**src/rtl/config_pkg.sv**
```systemverilog
// Shared configuration, instruction format and helper types for the dispatcher.
package config_pkg;

  localparam int NumInstructions    = 29;
  localparam int NumVectorRegisters = 8;
  localparam int NumFus             = 4;

  typedef logic [$clog2(NumInstructions)-1:0]    pc_t;
  typedef logic [$clog2(NumVectorRegisters)-1:0] vreg_t;

  typedef enum logic [2:0] {
    FU_NOP        = 3'd0,
    FU_LOAD_STORE = 3'd1,
    FU_ROWWISE    = 3'd2,
    FU_TMATMUL    = 3'd3,
    FU_RMS        = 3'd4
  } fu_t;

  // op field is shared: LOAD_STORE uses LDV/SV, ROWWISE uses ADD..SIG
  localparam logic [2:0] OP_LDV = 3'd0;
  localparam logic [2:0] OP_SV  = 3'd1;
  localparam logic [2:0] OP_ADD = 3'd0;
  localparam logic [2:0] OP_SUB = 3'd1;
  localparam logic [2:0] OP_MUL = 3'd2;
  localparam logic [2:0] OP_DIV = 3'd3;
  localparam logic [2:0] OP_EXP = 3'd4;
  localparam logic [2:0] OP_SIG = 3'd5;

  typedef struct packed {
    fu_t        fu;
    logic [2:0] op;
    vreg_t      v_y;
    vreg_t      v_a;
    vreg_t      v_b;
  } instruction_t;

  typedef logic [NumFus-1:0]             fu_onehot_t;
  typedef logic [NumVectorRegisters-1:0] scoreboard_t;

  typedef enum logic [2:0] {
    S_IDLE  = 3'd0,
    S_FETCH = 3'd1,
    S_ISSUE = 3'd2,
    S_DRAIN = 3'd3,
    S_DONE  = 3'd4
  } state_t;

  function automatic fu_onehot_t fu2onehot(fu_t fu);
    case (fu)
      FU_LOAD_STORE: return 4'b0001;
      FU_ROWWISE:    return 4'b0010;
      FU_TMATMUL:    return 4'b0100;
      FU_RMS:        return 4'b1000;
      default:       return 4'b0000;
    endcase
  endfunction

endpackage

```
**src/rtl/instruction_dispatcher_scoreboard.sv**
```systemverilog
// Per-vector-register busy bits: clears from FU completions apply before the issue set.
module vreg_scoreboard
  import config_pkg::*;
(
  input  logic                     clk_i,
  input  logic                     rst_i,
  input  vreg_t                    set_addr_i,
  input  logic                     set_en_i,
  input  vreg_t [NumFus-1:0]       clr_addr_i,
  input  logic  [NumFus-1:0]       clr_en_i,
  input  vreg_t [2:0]              query_addr_i,
  output scoreboard_t              busy_o,
  output logic  [2:0]              hazard_o
);

  scoreboard_t busy_q, busy_d;

  always_comb begin
    busy_d = busy_q;
    for (int k = 0; k < NumFus; k++) begin
      if (clr_en_i[k]) busy_d[clr_addr_i[k]] = 1'b0;
    end
    if (set_en_i) busy_d[set_addr_i] = 1'b1;
  end

  always_ff @(posedge clk_i) begin
    if (rst_i) busy_q <= '0;
    else       busy_q <= busy_d;
  end

  // queries see registered state only, so a same-cycle clear still stalls once
  always_comb begin
    for (int i = 0; i < 3; i++) hazard_o[i] = busy_q[query_addr_i[i]];
  end

  assign busy_o = busy_q;

endmodule

```
**src/rtl/instruction_dispatcher.sv**
```systemverilog
// In-order single-issue dispatcher: fetch, decode, hazard check and issue to four FUs.
//   state | meaning
//   IDLE  | waiting for start_i
//   FETCH | imem_addr_o=pc, capture ROM data into instr_q
//   ISSUE | hold instr until FU free and no RAW/WAW hazard, then handshake
//   DRAIN | last instruction issued, wait for all FUs and scoreboard to clear
//   DONE  | one-cycle done_o pulse
module instruction_dispatcher
  import config_pkg::*;
(
  input  logic                         clk_i,
  input  logic                         rst_i,
  input  logic                         start_i,
  output logic                         busy_o,
  output logic                         done_o,
  output logic                         error_o,
  output logic [$bits(pc_t)-1:0]       imem_addr_o,
  input  logic [$bits(instruction_t)-1:0] imem_data_i,
  output logic [$bits(instruction_t)-1:0] instr_o,
  output logic [NumFus-1:0]            fu_valid_o,
  input  logic [NumFus-1:0]            fu_ready_i,
  input  logic [NumFus-1:0]            fu_done_i
);

  localparam pc_t LastPc = pc_t'(NumInstructions - 1);

  state_t             state_q, state_d;
  pc_t                pc_q, pc_d;
  instruction_t       instr_q, instr_d;
  logic               error_q, error_d;
  fu_onehot_t         fu_out_q, fu_out_d;
  vreg_t [NumFus-1:0] tag_q, tag_d;
  logic  [NumFus-1:0] tag_vld_q, tag_vld_d;

  fu_onehot_t         fu_sel;
  logic [2:0]         fu_code;
  logic               illegal, uses_a, uses_b, uses_y;
  logic               can_issue, handshake, advance;
  logic               set_en;
  logic [NumFus-1:0]  clr_en;
  logic [2:0]         hazard;
  scoreboard_t        sb_busy;

  vreg_scoreboard u_scoreboard (
    .clk_i        (clk_i),
    .rst_i        (rst_i),
    .set_addr_i   (instr_q.v_y),
    .set_en_i     (set_en),
    .clr_addr_i   (tag_q),
    .clr_en_i     (clr_en),
    .query_addr_i ({instr_q.v_y, instr_q.v_b, instr_q.v_a}),
    .busy_o       (sb_busy),
    .hazard_o     (hazard)
  );

  always_comb begin
    fu_sel  = fu2onehot(instr_q.fu);
    fu_code = instr_q.fu;
    illegal = (fu_code > 3'd4);
    uses_a  = 1'b0;
    uses_b  = 1'b0;
    uses_y  = 1'b0;
    case (fu_sel)
      4'b0001: begin
        uses_a = (instr_q.op == OP_SV);
        uses_y = (instr_q.op != OP_SV);
      end
      4'b0010: begin
        uses_a = 1'b1;
        uses_b = (instr_q.op <= OP_DIV);
        uses_y = 1'b1;
      end
      4'b0100, 4'b1000: begin
        uses_a = 1'b1;
        uses_y = 1'b1;
      end
      default: ;
    endcase
  end

  assign can_issue = (fu_sel != '0) && ((fu_sel & fu_out_q) == '0) &&
                     !(uses_a && hazard[0]) && !(uses_b && hazard[1]) &&
                     !(uses_y && hazard[2]);
  assign fu_valid_o = (state_q == S_ISSUE && can_issue) ? fu_sel : '0;
  assign handshake  = |(fu_valid_o & fu_ready_i);

  always_comb begin
    state_d   = state_q;
    pc_d      = pc_q;
    instr_d   = instr_q;
    error_d   = error_q;
    fu_out_d  = fu_out_q;
    tag_d     = tag_q;
    tag_vld_d = tag_vld_q;
    set_en    = 1'b0;
    clr_en    = '0;
    advance   = 1'b0;

    for (int k = 0; k < NumFus; k++) begin
      if (fu_done_i[k] && fu_out_q[k]) begin
        fu_out_d[k] = 1'b0;
        clr_en[k]   = tag_vld_q[k];
      end
    end

    case (state_q)
      S_IDLE: begin
        if (start_i) begin
          state_d = S_FETCH;
          pc_d    = '0;
          error_d = 1'b0;
        end
      end
      S_FETCH: begin
        instr_d = instruction_t'(imem_data_i);
        state_d = S_ISSUE;
      end
      S_ISSUE: begin
        if (fu_sel == '0) begin
          if (illegal) error_d = 1'b1;
          advance = 1'b1;
        end else if (handshake) begin
          fu_out_d = fu_out_d | fu_sel;
          for (int k = 0; k < NumFus; k++) begin
            if (fu_sel[k]) begin
              tag_d[k]     = instr_q.v_y;
              tag_vld_d[k] = uses_y;
            end
          end
          set_en  = uses_y;
          advance = 1'b1;
        end
        if (advance) begin
          if (pc_q == LastPc) begin
            state_d = S_DRAIN;
          end else begin
            pc_d    = pc_q + pc_t'(1);
            state_d = S_FETCH;
          end
        end
      end
      S_DRAIN: begin
        if (sb_busy == '0 && fu_out_q == '0) state_d = S_DONE;
      end
      S_DONE:  state_d = S_IDLE;
      default: state_d = S_IDLE;
    endcase
  end

  always_ff @(posedge clk_i) begin
    if (rst_i) begin
      state_q   <= S_IDLE;
      pc_q      <= '0;
      instr_q   <= '0;
      error_q   <= 1'b0;
      fu_out_q  <= '0;
      tag_q     <= '0;
      tag_vld_q <= '0;
    end else begin
      state_q   <= state_d;
      pc_q      <= pc_d;
      instr_q   <= instr_d;
      error_q   <= error_d;
      fu_out_q  <= fu_out_d;
      tag_q     <= tag_d;
      tag_vld_q <= tag_vld_d;
    end
  end

  assign busy_o      = (state_q != S_IDLE);
  assign done_o      = (state_q == S_DONE);
  assign error_o     = error_q;
  assign imem_addr_o = pc_q;
  assign instr_o     = instr_q;

endmodule

```
**config.mk**
```make
export PLATFORM = sky130hd
export DESIGN_NAME = instruction_dispatcher
export DESIGN_NICKNAME = d
export VERILOG_FILES = /design/src/rtl/config_pkg.sv /design/src/rtl/instruction_dispatcher_scoreboard.sv /design/src/rtl/instruction_dispatcher.sv
export SDC_FILE = /design/constraint.sdc
export NUM_CORES = 1
export LEC_CHECK = 0
export ABC_CLOCK_PERIOD_IN_PS = 5200
export BUFFER_PORTS_ARGS = -buffer_cell sky130_fd_sc_hd__buf_2
export CAP_MARGIN = 5
export CORE_MARGIN = 2
export CORE_UTILIZATION = 60
export DETAILED_ROUTE_END_ITERATION = 6
export GPL_ROUTABILITY_DRIVEN = 0
export HOLD_SLACK_MARGIN = 0.15
export PLACE_DENSITY = 0.85
export SLEW_MARGIN = 20
export SYNTH_ARGS = -nofsm -noshare
export SYNTH_HDL_FRONTEND = slang
export SYNTH_SLANG_ARGS = --single-unit
```
**constraint.sdc**
```tcl
create_clock -name clk_i -period 5.2 [get_ports clk_i]
set_clock_uncertainty 0.1 [all_clocks]
set_input_delay 0.52 -clock clk_i [delete_from_list [all_inputs] [get_ports clk_i]]
set_output_delay 0.52 -clock clk_i [all_outputs]
set_load 0.02 [all_outputs]
```
==> results of run 1 <==
-- final timing paths --
kind                                               endpoint  slack [ns]
worst max register to register  imem_addr_o[0]$_SDFFE_PP0P_        2.41
worst max-delay path                          fu_valid_o[2]        1.65
worst min-delay path                instr_o[4]$_SDFFE_PP0N_        0.34
worst min register to register        tag_q[0]$_SDFFE_PP0P_        0.37
-- flip-flops by register name (all words and copies together) (netlist names) --
signal	count
fu_out_q	4
state_q	3
error_o	1
tag_q	12
fu_code	3
instr_o	12
tag_vld_q	4
u_scoreboard.busy_o	8
imem_addr_o	5
-- layout make-up --
cell class / instances / area (µm²)
multi-input cells: 282 / 1770
clock buffers: 7 / 86.3
fillers: 389 / 1430
inverters: 11 / 41.3
flip-flops and latches: 52 / 1040
clock inverters: 1 / 7.51
repair buffers: 52 / 260
well taps: 67 / 83.8
-- stage by stage --
| step | hold WS [ns] | util, % | cells |
|---|---|---|---|
| after global routing | 0.324 | 69.7 | 472 |
| after global placement | 0.333 | 67.6 | 464 |
| after detailed placement | 0.361 | 67.6 | 464 |
| final | 0.336 | 69.7 | 472 |
| after CTS | 0.334 | 69.6 | 472 |
| after floorplan | 0.326 | - | 365 |
-- cell usage after synthesis, types with 2 or more instances --
cell type | number | share of area [%]
nor4_1 | 7 | 1.5
mux2i_1 | 17 | 5.8
nor3b_1 | 3 | 0.76
nand2_1 | 48 | 6.1
mux4_2 | 2 | 1.5
o211ai_1 | 3 | 0.76
nand4b_1 | 6 | 1.8
clkbuf_1 | 14 | 1.8
o21ai_0 | 4 | 0.68
nand3_1 | 13 | 2.2
inv_1 | 11 | 1.4
or2_2 | 2 | 0.42
and2_1 | 3 | 0.64
buf_2 | 4 | 0.68
o311ai_0 | 2 | 0.59
nor2b_1 | 6 | 1.3
dfxtp_1 | 52 | 35
a21oi_1 | 44 | 7.5
ha_1 | 2 | 0.85
a21o_1 | 2 | 0.51
o221ai_1 | 2 | 0.59
nor3_1 | 13 | 2.2
a31oi_1 | 3 | 0.64
nand4_1 | 17 | 3.6
nand2b_1 | 13 | 2.8
nor2_1 | 29 | 3.7
o22ai_1 | 3 | 0.64
nor4b_1 | 2 | 0.59
or4_1 | 3 | 0.76
and3_1 | 3 | 0.64
buf_6 | 2 | 0.76
-- power breakdown --
group	switching, mW	internal [mW]
Sequential	0.0243	0.409
Combinational	0.0744	0.0429
Clock	0.135	0.108
-- worst reg2reg max path, delay by kind of cell, from the launching register on --
kind	cells	cell delay, ns
and+or+nand+nor	5	1.69
DFF	1	0.65
AOI/OAI and AO/OA	1	0.29
-- logic make-up (layout without fill, tap and decap cells) --
group           after synthesis  count (layout)
buf+inv                      31              71
fa+ha+maj                     2               2
compound gates               82              82
mux                          21              21
simple gates                177             177
flops                        52              52
-- routing by layer --
layer | vias up | global-route usage, % | part of all wire (%) | wire length [µm]
met5 | - | 0 | 0 | 0
met4 | 0 | 11.3 | 2.7 | 211
met3 | 25 | 6.23 | 8.1 | 634
met2 | 161 | 47.9 | 46 | 3640
met1 | 1369 | 39.3 | 43 | 3350
li1 | 1418 | - | - | -
==> results.md, run 1 <==
* PwrDens at approximately 240 mW/mm²
* Setup bufs post-CTS at 0
* Time the worst path needs with I/O delays and setup at around 3.5 ns
* Final non-filler cell area at ~0.0033 mm²
* Hold buffers post-CTS at 0
* Crit path max fanout at 17
* Drt drc at 0
* R2R Path Start: fu_code[1]$_SDFFE_PP0N_
* PnR Total Power at 0.794 mW
* Synth Area in XOR/XNOR at 0%
* Synth Area in Adders at less than 1%
* Via Count at approximately 3000
* Max-cap viol count at 0
* Vias in the first global route at around 2600
* Max clock buf depth at 2
* DP HPWL at ~5700 µm
* Area share of and/or/nand/nor cells after synthesis at around a third
* R2R cell count at 6
* Mux contribution to synthesized area at 8.58%
* CTS tree: done
* Clk Latency, worst-skew pair at 0.31 ns
* Area Growth Syn to Fin at 11.8%
* Avg Cell Area, Syn at between 8 and 9 µm²
* Endpoint class of the critical path: output port
* Top FF cell, synth: dfxtp_1
* Largest net degree at the start of global routing at between 40 and 50
* Crit path buf inv count at 1
* Period Utilization, post-route at 68.3%
* Slew @ Worst Pin at 1.03 ns
* Die X at between 70 and 80 µm
* Die H at 74.1 µm
* Fin. max-slew vios at 0
* Antenna viol nets, final at 0
* Final WL at about 8000 µm
* Worst vdd ir at roughly 190 µV
* Post-Syn Area at slightly below 0.003 mm²
* Slowest-stage cell, CP: dfxtp_1
* Largest family of logic cells by synthesized area: simple AND/OR/NAND/NOR gates
* Post-placement cell area at between 0.003 and 0.004 mm²
* Ant diodes at 0
* DR vias/cell at 6.30
* CP Launch Type: flip-flop
* Root buffer cell: clkbuf_8
* Drt initial violations at 321
* Final setup fails at 0
* Nets@finish at between 400 and 500
* Hold path depth at 3
* First-pass GRT wire length at about 12000 µm
* Dpl ws at between 2 and 2.5 ns
* Core Area at 0.00472 mm²
* FMAX at around 0.28 GHz
* CP Data Required Time at roughly 4.6 ns
* #FFs+latches synth at 52
* YS warnings at 0
* Crit path DAT at approximately 2.9 ns
* Status: finished clean
* Rows at 25
* Gr usage total at approximately 30%
* Final hold violations at 0
* PostCTS Resize Cnt at 0
* Worst slew margin at a little under a third
* HP Start: imem_data_i[4]
* Ys async rst share at 0%
* Worst-path cell chain: mux4_1 > mux2_2 > nand2_4 > and4_1 > and3_1 > buf_2
* Leakage at about 1.2 nW
* IO buf count at 52
* Critical Path Stages at 6
* WL/cell at about 17 µm
* Worst Slack Setup Final at roughly 1.7 ns
* Post-synthesis sequential area ratio at between 30% and 40%
* Top Ports at 53
* Compound-Gate Fraction of Synth Area at ~18%
* Share of cells above drive strength 1 at between 10% and 20%
* Most frequent cells in the layout: dfxtp_1, buf_2, nand2_1
* Post-Synthesis Cells at 365
* Worst Hold Class: input port to flip-flop
* Initial antenna violation count at 0
* Drt pass-1 iters at 6
* Total grt overflow at 0
* RSZ-0062 raised after global routing: no
* Family with the most delay on the worst path: simple AND/OR/NAND/NOR gates
* WS Path Type: flip-flop to output port
* Die ar. at 0.00549 mm²
* Initial Util at approximately 62%
* Clk sinks at between 50 and 60
* CP startpoint: instr_o[7]$_SDFFE_PP0N_
* Setup_tns at 0 ns
* Clk slew on worst S/H paths at around 0.09 ns
* Htree depth at 2
* Inserted Clock Buffers at 5
* Synth cell types at between 60 and 70
* EDFF count, synth at 0
* Synthesized Nets at between 300 and 400
* Max incr delay on CP at roughly 0.61 ns
Power figures use the tool's default switching activity.
==> run 2: changes to the inputs <==
--- a/config.mk
+++ b/config.mk
@@ -5,15 +5,16 @@
 export SDC_FILE = /design/constraint.sdc
 export NUM_CORES = 1
 export LEC_CHECK = 0
-export ABC_CLOCK_PERIOD_IN_PS = 5200
+export ABC_AREA = 1
+export ABC_CLOCK_PERIOD_IN_PS = 3700
 export BUFFER_PORTS_ARGS = -buffer_cell sky130_fd_sc_hd__buf_2
 export CAP_MARGIN = 5
 export CORE_MARGIN = 2
-export CORE_UTILIZATION = 60
+export CORE_UTILIZATION = 56
 export DETAILED_ROUTE_END_ITERATION = 6
 export GPL_ROUTABILITY_DRIVEN = 0
 export HOLD_SLACK_MARGIN = 0.15
-export PLACE_DENSITY = 0.85
+export PLACE_DENSITY = 0.8
 export SLEW_MARGIN = 20
 export SYNTH_ARGS = -nofsm -noshare
 export SYNTH_HDL_FRONTEND = slang
==> constraint.sdc (replaced) <==
create_clock -name clk_i -period 3.7 [get_ports clk_i]
set_clock_uncertainty 0.1 [all_clocks]
set_input_delay 0.37 -clock clk_i [delete_from_list [all_inputs] [get_ports clk_i]]
set_output_delay 0.37 -clock clk_i [all_outputs]
set_load 0.02 [all_outputs]
==> results.md, run 2 <==
* Metal-1 WL at 3390 µm
* Gr usage total at between 20% and 30%
* Total grt overflow at 0
* CP Data Required Time at about 3.2 ns
* RSZ-0062 raised after global routing: no
* Drt pass-1 iters at 5
* Most frequent cells in the layout: nand2_1, inv_1, dfxtp_1, buf_2, a21oi_1
* Initial Util at around 57%
* First-pass GRT wire length at around 11000 µm
* PostCTS Resize Cnt at 0
* Crit path DAT at between 2 and 2.5 ns
* Die H at about 76 µm
* Via Count at about 3000
* Synth cell types at 35
* Setup bufs post-CTS at 0
* Comb pwr share at between 40% and 50%
* Clk slew on worst S/H paths at roughly 0.090 ns
* Post-Syn Area at around 0.0029 mm²
* Commonest non-fill, non-tap cell in the layout: nand2_1
* Leakage at roughly 1.4 nW
* Net switching power at ~0.94 mW
* Die X at between 70 and 80 µm
* Top FF cell, synth: dfxtp_1
* Most frequent cell after synthesis: nand2_1
* DR vias/cell at between 5 and 6
* Final non-filler cell area at 0.00327 mm²
* YS warnings at 0
* Rows at 26
* Htree depth at 2
* Worst slew margin at between 40 and 50%
* DP HPWL at ~5500 µm
* Avg Cell Area, Syn at around 7.0 µm²
* Hold buffers post-CTS at 0
* Share of cells above drive strength 1 at approximately a fifth
* Clock power share at about 16%
* WS Path Type: flip-flop to output port
* Met2 WL at 3220 µm
* Final hold violations at 0
* CTS tree: done
* Vias in the first global route at around 2500
* EDFF count, synth at 0
* Die ar. at 0.00573 mm²
* Post-Synthesis Cells at between 400 and 500
* Time the worst path needs with I/O delays and setup at 2.67 ns
* CP Launch Type: flip-flop
* FMAX at 0.375 GHz
* Max-cap viol count at 0
* Sequential power share at between 30% and 40%
* Final WL at 7250 µm
* Routed met3 length at between 400 and 500 µm
* Post-placement cell area at about 0.0032 mm²
* Synth area leader: dfxtp_1
* Max layer used: met4
* Post-synth top area share at ~36%
* Ant diodes at 0
* Core Area at 0.00504 mm²
* Setup_tns at 0 ns
* Worst vdd ir at between 500 and 600 µV
* #FFs+latches synth at 52
* Clk sinks at between 50 and 60
* Post-synthesis sequential area ratio at 36.2%
* Antenna viol nets, final at 0
* Worst Hold Class: input port to flip-flop
* Top Ports at 53
* Synth top area cells: dfxtp_1, a21oi_1, nand2_1
* Fin. max-slew vios at 0
* PnR Total Power at around 2 mW
* Net Sw Frac at 47.1%
* Inserted Clock Buffers at 5
* Nets@finish at 486
* Clk Latency, worst-skew pair at 0.30 ns
* Drt initial violations at just over 200
* Crit path max fanout at 14
* Dpl ws at about 1.3 ns
* Drt drc at 0
* Ys async rst share at 0%
* Area Growth Syn to Fin at 13.5%
* Initial antenna violation count at 0
* PwrDens at just over 600 mW/mm²
* Largest net degree at the start of global routing at 32
* Root buffer cell: clkbuf_8
* IO buf count at 52
* Final Util at approximately two thirds
* Synthesized Nets at between 400 and 500
* Final setup fails at 0
* Worst Slack Setup Final at slightly above 1 ns
* Slew @ Worst Pin at ~0.8 ns
* Period Utilization, post-route at between 70% and 80%
* Int Pwr at roughly 1.1 mW
* Max clock buf depth at 2
* Endpoint class of the critical path: output port
* Status: finished clean
* WL/cell at 13.7 µm
* Post-synth top cells: nand2_1, dfxtp_1, inv_1, a21oi_1, nor2_1
==> run 2: changes by cell type in the layout (fill, tap and decap cells not counted), moves of 12 or more <==
cell / previous run / this run
nand3_1: 13 / 30
o21ai_0: 4 / 31
nand2_1: 48 / 60
mux2i_1: 17 / 0
inv_1: 11 / 52
nand2b_1: 13 / 0
==> run 2: critical path, cell delays in order, from the launching register on <==
cell and delay [ns]:
dfxtp_1 0.63, inv_2 0.18, nand2_1 0.09, nand3_1 0.08, nand2_1 0.08, nor2_1 0.05
nand2_1 0.06, nand2_2 0.09, nor2_8 0.17, nand2_1 0.14, nor3_1 0.15, buf_2 0.19
==> run 2: power groups by stage <==
stage / combinational, mW / sequential, mW / clock (mW)
floorplan: 0.612 / 0.853 / 0
global placement: 0.884 / 0.792 / 0
detailed placement: 0.896 / 0.797 / 0
CTS: 0.899 / 0.784 / 0.319
global route: 1.01 / 0.808 / 0.336
finish: 0.899 / 0.788 / 0.317
==> run 2: cell type report <==
class | instances | area [µm²]
fillers | 455 | 1780
clock buffers | 5 | 68.8
multi-input cells | 287 | 1570
flip-flops and latches | 52 | 1040
well taps | 70 | 87.6
inverters | 60 | 225
repair buffers | 52 | 260
clock inverters | 2 | 12.5
==> run 2: final timing paths <==
| kind | startpoint | to | slack [ns] | cells past startpoint |
|---|---|---|---|---|
| worst max-delay path | instr_o[6]$_SDFFE_PP0N_ | fu_valid_o[2] | 1.03 | 11 |
| worst max register to register | instr_o[6]$_SDFFE_PP0N_ | state_q[0]$_SDFFE_PP0P_ | 1.30 | 17 |
| worst min register to register | tag_vld_q[3]$_SDFFE_PP0P_ | tag_vld_q[3]$_SDFFE_PP0P_ | 0.36 | 2 |
| worst min-delay path | imem_data_i[0] | instr_o[0]$_SDFFE_PP0N_ | 0.18 | 3 |
==> run 2: logic make-up after synthesis <==
family	synth area share, %
AO/OA/AOI/OAI	18.2
XOR/XNOR	0.914
adder cells (fa/ha/maj)	0.870
buffers and inverters	9.22
flip-flops	36.2
AND/OR/NAND/NOR	34.6
==> run 2: metrics by stage <==
step | cells | hold WS [ns]
finish | 528 | 0.182
global route | 528 | 0.200
floorplan | 409 | 0.330
global placement | 521 | 0.338
detailed placement | 521 | 0.343
CTS | 528 | 0.180
==> run 2: routing by layer <==
metal	vias to the layer above	track usage, %
met2	120	39.9
met3	14	4.23
li1	1490	-
met4	0	10.5
met5	-	0
met1	1292	37.2
